File: src/rtl/jzjpcc_fetch_buffer.sv
// Fetch-stage IF/ID register with a one-entry skid slot.
// Pairs memory read data with its fetch address and absorbs the in-flight read on a decode stall.
module jzjpcc_fetch_buffer #(
    parameter logic [29:0] RESET_PC = 30'd0
) (
    input  logic        clock,
    input  logic        reset,
    input  logic [29:0] currentPC,
    input  logic [31:0] instructionIn,
    input  logic        decodeStall,
    input  logic        flush,
    output logic        pcStall,
    output logic [31:0] instructionOut,
    output logic [29:0] pcOut,
    output logic        instructionValid
);

    typedef struct packed {
        logic [31:0] instr;
        logic [29:0] pc;
    } fetch_t;

    logic [29:0] reqPC;
    logic        reqValid;
    fetch_t      arrival;
    fetch_t      outReg;
    logic        outValid;
    fetch_t      skidReg;
    logic        skidValid;
    logic        holdOut;

    assign arrival = '{instr: instructionIn, pc: reqPC};
    assign holdOut = decodeStall & outValid;
    assign pcStall = holdOut & ~flush;

    // Request tracking: data for reqPC shows up on instructionIn one cycle later
    always_ff @(posedge clock) begin
        if (reset) begin
            reqPC    <= RESET_PC;
            reqValid <= 1'b0;
        end else begin
            reqPC    <= currentPC;
            reqValid <= ~pcStall & ~flush;
        end
    end

    always_ff @(posedge clock) begin
        if (reset) begin
            outReg    <= '0;
            outValid  <= 1'b0;
            skidReg   <= '0;
            skidValid <= 1'b0;
        end else if (flush) begin
            outValid  <= 1'b0;
            skidValid <= 1'b0;
        end else if (holdOut) begin
            if (reqValid) begin
                skidReg   <= arrival;
                skidValid <= 1'b1;
            end
        end else begin
            if (skidValid) begin
                outReg   <= skidReg;
                outValid <= 1'b1;
            end else if (reqValid) begin
                outReg   <= arrival;
                outValid <= 1'b1;
            end else begin
                outValid <= 1'b0;
            end
            skidValid <= 1'b0;
        end
    end

    assign instructionOut   = outReg.instr;
    assign pcOut            = outReg.pc;
    assign instructionValid = outValid;

endmodule

File: config.mk
export PLATFORM = sky130hd
export DESIGN_NAME = jzjpcc_fetch_buffer
export DESIGN_NICKNAME = d
export VERILOG_FILES = /design/src/rtl/jzjpcc_fetch_buffer.sv
export SDC_FILE = /design/constraint.sdc
export NUM_CORES = 1
export LEC_CHECK = 0
export CORE_MARGIN = 2
export CORE_UTILIZATION = 46
export CTS_CLUSTER_DIAMETER = 150
export DETAILED_ROUTE_END_ITERATION = 8
export PLACE_DENSITY = 0.73
export SYNTH_ARGS = -nofsm -noshare
export SYNTH_HDL_FRONTEND = slang
export SYNTH_SLANG_ARGS = --single-unit
export TNS_END_PERCENT = 1
File: constraint.sdc
create_clock -name clock -period 2.8 [get_ports clock]
set_input_delay 0.28 -clock clock [delete_from_list [all_inputs] [get_ports clock]]
set_output_delay 0.28 -clock clock [all_outputs]
set_load 0.03 [all_outputs]
-- Word-level counts from Yosys, hierarchy flattened
Cells that the tools add are included.
- multiplexer cells: 4
- bitwise operators: 6
- reductions and logical operators: 5
- operators with widths (kind ; number):
    two-way mux 62 bit ; 2
    AND reduction 3 bit ; 2
    AND 1 bit ; 3
    inverter 1 bit ; 3
    OR reduction 3 bit ; 1
    two-way mux 1 bit ; 2
    nonzero test 2 bit ; 1
    OR reduction 2 bit ; 1
- register bits: 157
- logic and storage cells: 23

-- Depth between registers and ports, before layout
Gate-level depths: netlist of run 1.
- word-level depth: 4
- mapped depth: 6

-- Worst setup path after synthesis of run 1
OpenSTA, ideal clock, no wires.
- path kind: register to output
- start: reg outValid (netlist: instructionValid)
- end: out pcStall
- arrival: 1.163 ns
- path slack: 1.357 ns
- cell stages (with the launch flop): 3
- path buffers: 0
- cell sequence: dfxtp_1 nand2_1 nor2_1
- cells in the longest elaborated chain, start to end: 2
- RTL lines (item ; line ; text):
    start, declared ; 27 ; logic outValid;
    start signal, assigned ; 50 ; outValid <= 1'b0;
    start signal, assigned ; 54 ; outValid <= 1'b0;
    start signal, assigned ; 64 ; outValid <= 1'b1;
    AND 1 bit ; 33 ; assign holdOut = decodeStall & outValid;
    AND 1 bit ; 34 ; assign pcStall = holdOut & ~flush;
    end, declared ; 12 ; output logic pcStall,
Every way passes these cells.

-- Final worst setup path of run 1
Ends and elaborated chain as after synthesis.

==> flow_summary.json, run 1 <==
{
  "num_antenna_cells": 0,
  "hold_ws_ps": 179,
  "antenna_found_initial": 0,
  "multi_input_area_um2": 2670,
  "arrival_ps": 1850,
  "synth.avg_cell_area_um2": 8.91,
  "dieArea_um2": 14400,
  "viasPerCell": 5.19,
  "synthDistinctLibCells": 19,
  "slew_violations": 0,
  "cts_hold_buf": 0,
  "fp.dieW_um": 120,
  "worst_pin_slew_ps": 666,
  "fin_setup_tns_ps": 0,
  "core_um2": 13200,
  "cts_tree": "done",
  "rsz0062_at_grt": "false",
  "firstDrtPassIters": 5,
  "max_slew_margin_pct": 55.6,
  "min_period_ps": 2130,
  "io_buffers": 129,
  "seq_area_um2": 3150,
  "postPlaceCellArea_um2": 7450,
  "grt_use_total_pct": 19.4,
  "finalClockSkew_ps": 3.86,
  "cts_resized": 0,
  "power_density_nw_per_um2": 610,
  "grt_max_degree": 117,
  "p_leak_nw": 2.55,
  "core.rowCount": 42,
  "required_ps": 2520,
  "postRouteAntennaNets": 0,
  "endpoint_kind": "output port",
  "hold_class": "in2reg",
  "finalSetupViolCount": 0,
  "cts_buffer_depth": 2,
  "drc": 0,
  "status": "finished clean",
  "fill_cells": 1124,
  "clkTransAtPathRegs_ps": 60,
  "start_util_pct": 46.9,
  "postSynthCellCount": 694,
  "ys_ff_latch": 157,
  "synth_area_um2": 6190,
  "htree_levels": 4,
  "yosysSeqAreaShare_pct": 50.8,
  "place_congestion": 0.790,
  "fin_crit_sh_pct": 75.9,
  "synth_top_area_share_pct": 50.8,
  "worstPathMaxFanout": 6,
  "synthesis.nets": 760,
  "dp_hpwl_mm": 8.71,
  "final_nets": 855,
  "peakVddDrop_v": 0.000427,
  "ios": 130,
  "overflow": 0,
  "cts_setup_buffers": 0,
  "critPathLaunchType": "flop",
  "fp.dieH_um": 120,
  "instances_no_fill": 977,
  "syn_to_final_growth_pct": 29.7,
  "clock_latency_ps": 420,
  "totalWireLength_mm": 13.9,
  "maxCapViolations": 0,
  "vias": 5074,
  "cts_buffers": 17,
  "clock-root-buffer": "clkbuf_16",
  "yosysWarnings": 0,
  "drive_gt1_share_pct": 5.49,
  "dp.cells": 946,
  "finish.utilization_pct": 60.8,
  "fmax_mhz": 470,
  "hold_violations": 0,
  "synth_top_area_cell": "dfxtp_1",
  "drt_iter0_drc": 403,
  "crit_type": "reg2out",
  "post_drt_wl_per_cell_um": 14.3,
  "synth_area_leaders": "dfxtp_1 (51%), a21oi_1 (10%), mux2i_1 (10%), nand2_1 (7.6%), or3_1 (6.3%)",
  "grt_first_pass_wirelength_mm": 22.4,
  "clock-sinks": 157,
  "grt_pass1_vias": 4687,
  "fin_area_um2": 8020
}
==> metrics by stage <==
step	power, mW	worst slack, ps
6_report	4.89	674
5_1_grt	5.07	601
4_1_cts	4.94	669
3_5_place_dp	2.74	706
3_3_place_gp	2.73	655
2_1_floorplan	2.55	1360
==> cells in the final DEF (no fill, tap or decap) <==
cell type / count
nor2_1: 2
a211oi_1: 2
clkbuf_8: 6
nor2b_1: 30
or3_1: 62
and4b_2: 1
clkbuf_16: 17
o21ai_0: 62
o2bb2ai_4: 1
nand4b_1: 1
dfxtp_1: 156
dfxtp_4: 1
nand2_1: 125
a21oi_1: 124
clkinvlp_4: 2
buf_4: 10
bufinv_16: 1
clkbuf_1: 3
mux2i_1: 62
nor4_1: 1
clkinv_2: 2
clkdlybuf4s50_1: 127
buf_12: 3
==> final timing paths <==
| kind | start | endpoint | slack [ps] | depth (start not counted) |
|---|---|---|---|---|
| worst max-delay path | instructionValid | pcStall | 670 | 3 |
| worst min-delay path | flush | skidValid | 180 | 2 |
| worst max register to register | skidValid | instructionOut[6] | 1010 | 4 |
| worst min register to register | reqPC[6] | skidReg[6] | 450 | 2 |
==> layout make-up <==
class | instances | area share [%]
Clock buffer | 26 | 6.47
Clock inverter | 5 | 0.686
Multi-Input combinational cell | 473 | 33.3
Sequential cell | 157 | 39.2
Tap cell | 176 | 2.75
Timing Repair Buffer | 140 | 17.5
==> cells by family after synthesis <==
logic type	count (synthesis)	synth area share, %
buf+inv	64	6.01
flops	157	50.8
simple gates	222	17.4
mux	62	10.0
compound gates	189	15.7
==> cell usage after synthesis <==
library cell and count:
clkbuf_2 6, buf_6 9, buf_2 18, dfxtp_1 157, o21ai_0 62, buf_4 6
nand4b_1 1, or3_1 62, mux2i_1 62, clkbuf_1 24, nand2_1 125, nor2b_1 30
nor4_1 1, a211oi_1 2, o2bb2ai_4 1, and4b_1 1, buf_8 1, nor2_1 2
a21oi_1 124
==> registers in the layout (all words and copies together) (netlist names) <==
signal / count
instructionOut: 32
instructionValid: 1
pcOut: 30
reqPC: 30
reqValid: 1
skidReg: 62
skidValid: 1
==> routing by layer <==
| layer | GRT usage (%) | routed length [um] | vias up |
|---|---|---|---|
| met1 | 22.6 | 5860 | 2380 |
| met2 | 33.5 | 7070 | 107 |
| met3 | 4.52 | 615 | 26 |
| li1 | - | - | 2561 |
| met4 | 9.63 | 387 | 0 |
| met5 | 0 | 0 | - |
==> critical path: stages (launching register included) <==
cell and delay [ps]:
dfxtp_1 450, nand2_1 140, nor2_1 130, clkdlybuf4s50_1 710
==> power breakdown <==
group,leakage (nW),internal (mW),total (mW),switching (mW)
Combinational,0.995,0.180,0.377,0.198
Sequential,1.28,2.28,2.31,0.0267
Clock,0.278,1.36,2.20,0.847
No activity file was read; power rests on OpenSTA's default activity.
==> run 2: changes to the inputs <==
==> constraint.sdc (replaced) <==
create_clock -name clock -period 2.1 [get_ports clock]
set_input_delay 0.21 -clock clock [delete_from_list [all_inputs] [get_ports clock]]
set_output_delay 0.21 -clock clock [all_outputs]
set_load 0.03 [all_outputs]
==> run 2 against run 1 <==
Against the previous run: die area did not move; worst hold slack improved by 56 ps; cell count rose by 0.20%; sequential power rose by 33%; first-iteration DRC count fell by 26%; non-clock buffer count rose by 2; power rose by 40%.
==> flow_summary.json, run 2 (synthesis gave the netlist of run 1 again) <==
{
  "crit_path_max_incr_delay_ps": 750,
  "crit_type": "reg2out",
  "final_nets": 857,
  "fill_cells": 1106,
  "cts_hold_buf": 0,
  "syn_to_final_growth_pct": 32.1,
  "fin_crit_sh_pct": 87.0,
  "largest_reg_flops": 62,
  "cts_tree": "done",
  "status": "finished clean",
  "peakVddDrop_v": 0.000679,
  "vias": 5050,
  "antenna_found_initial": 0,
  "regMostFlops": "skidReg",
  "clock_latency_ps": 420,
  "layout_common_cells": "dfxtp_1 (156), clkdlybuf4s50_1 (126), nand2_1 (125), a21oi_1 (124)",
  "arrival_ps": 1620,
  "min_period_ps": 1830,
  "postRouteAntennaNets": 0,
  "htree_levels": 4,
  "overflow": 0,
  "core.rowCount": 42,
  "grt_first_pass_wirelength_mm": 23.0,
  "totalWireLength_mm": 14.2,
  "finalPower_mw": 6.86,
  "cp_top_family": "buffers and inverters",
  "p_leak_nw": 2.62,
  "fmax_mhz": 548,
  "drive_gt1_share_pct": 5.85,
  "cts_resized": 0,
  "dieArea_um2": 14400,
  "grt_max_degree": 87,
  "max_slew_margin_pct": 62.8,
  "hold_class": "in2reg",
  "clkTransAtPathRegs_ps": 60,
  "grt_pass1_vias": 4899,
  "ios": 130,
  "drt_iter0_drc": 297,
  "worst_pin_slew_ps": 557,
  "rsz0062_at_grt": "false",
  "final_common_cell": "dfxtp_1",
  "num_antenna_cells": 0,
  "cts_setup_buffers": 0,
  "grt_use_total_pct": 20.0,
  "hold_violations": 0,
  "firstDrtPassIters": 4,
  "fp.dieH_um": 120,
  "finalSetupViolCount": 0,
  "io_buffers": 129,
  "worstPathMaxFanout": 6,
  "cts_buffer_depth": 2,
  "fp.dieW_um": 120,
  "place_congestion": 0.794,
  "endpoint_kind": "output port",
  "post_drt_wl_per_cell_um": 14.5,
  "maxCapViolations": 0,
  "drc": 0,
  "crit_chain": "clkdlybuf4s50_1",
  "required_ps": 1890,
  "core_um2": 13200,
  "power_density_nw_per_um2": 840,
  "slew_violations": 0,
  "clock-sinks": 157,
  "cts_buffers": 17,
  "clock-root-buffer": "clkbuf_16",
  "dp_hpwl_mm": 9.16,
  "crit_slowest_cell": "clkdlybuf4s50_1",
  "critPathBufInv": 1,
  "fin_setup_tns_ps": 0,
  "finalClockSkew_ps": 8.45,
  "start_util_pct": 46.9,
  "critPathLaunchType": "flop",
  "viasPerCell": 5.16
}
run 2: stage by stage:
step	cell area (um^2)	hold slack (ps)	setup slack, ps	std cells	utilization (%)
CTS	8170	213	258	979	61.9
finish	8170	235	274	979	61.9
global route	8170	247	234	979	61.9
floorplan	6190	313	727	694	-
global placement	7530	435	297	948	57.1
detailed placement	7530	444	219	948	57.1
run 2: area by class of cell:
cell class	count	area (um^2)	share of cell area, %
Clock inverter	6	130	1.59
Sequential cell	157	3150	38.5
Clock buffer	25	505	6.19
Multi-Input combinational cell	473	2670	32.7
Tap cell	176	220	2.70
Timing Repair Buffer	142	1490	18.3
run 2: final timing paths:
check	from	endpoint	slack, ps	cells past startpoint
worst max register to register	skidValid	instructionOut[28]	440	4
worst max-delay path	instructionValid	instructionValid	270	1
worst min register to register	reqPC[16]	skidReg[16]	450	2
worst min-delay path	flush	skidValid	230	2
run 2: layer usage:
layer | wire length, um | track usage (%) | share of wire (%)
met1 | 5810 | 21.9 | 41
met2 | 7570 | 36.8 | 53
met3 | 572 | 5.32 | 4.0
met4 | 231 | 7.06 | 1.6
met5 | 0 | 0 | 0
run 2: report_power, final:
part / internal, mW / leakage [nW] / switching [mW] / total [mW]
clock network: 2.14 / 0.313 / 1.12 / 3.26
logic: 0.251 / 1.03 / 0.265 / 0.517
registers: 3.05 / 1.28 / 0.0369 / 3.08
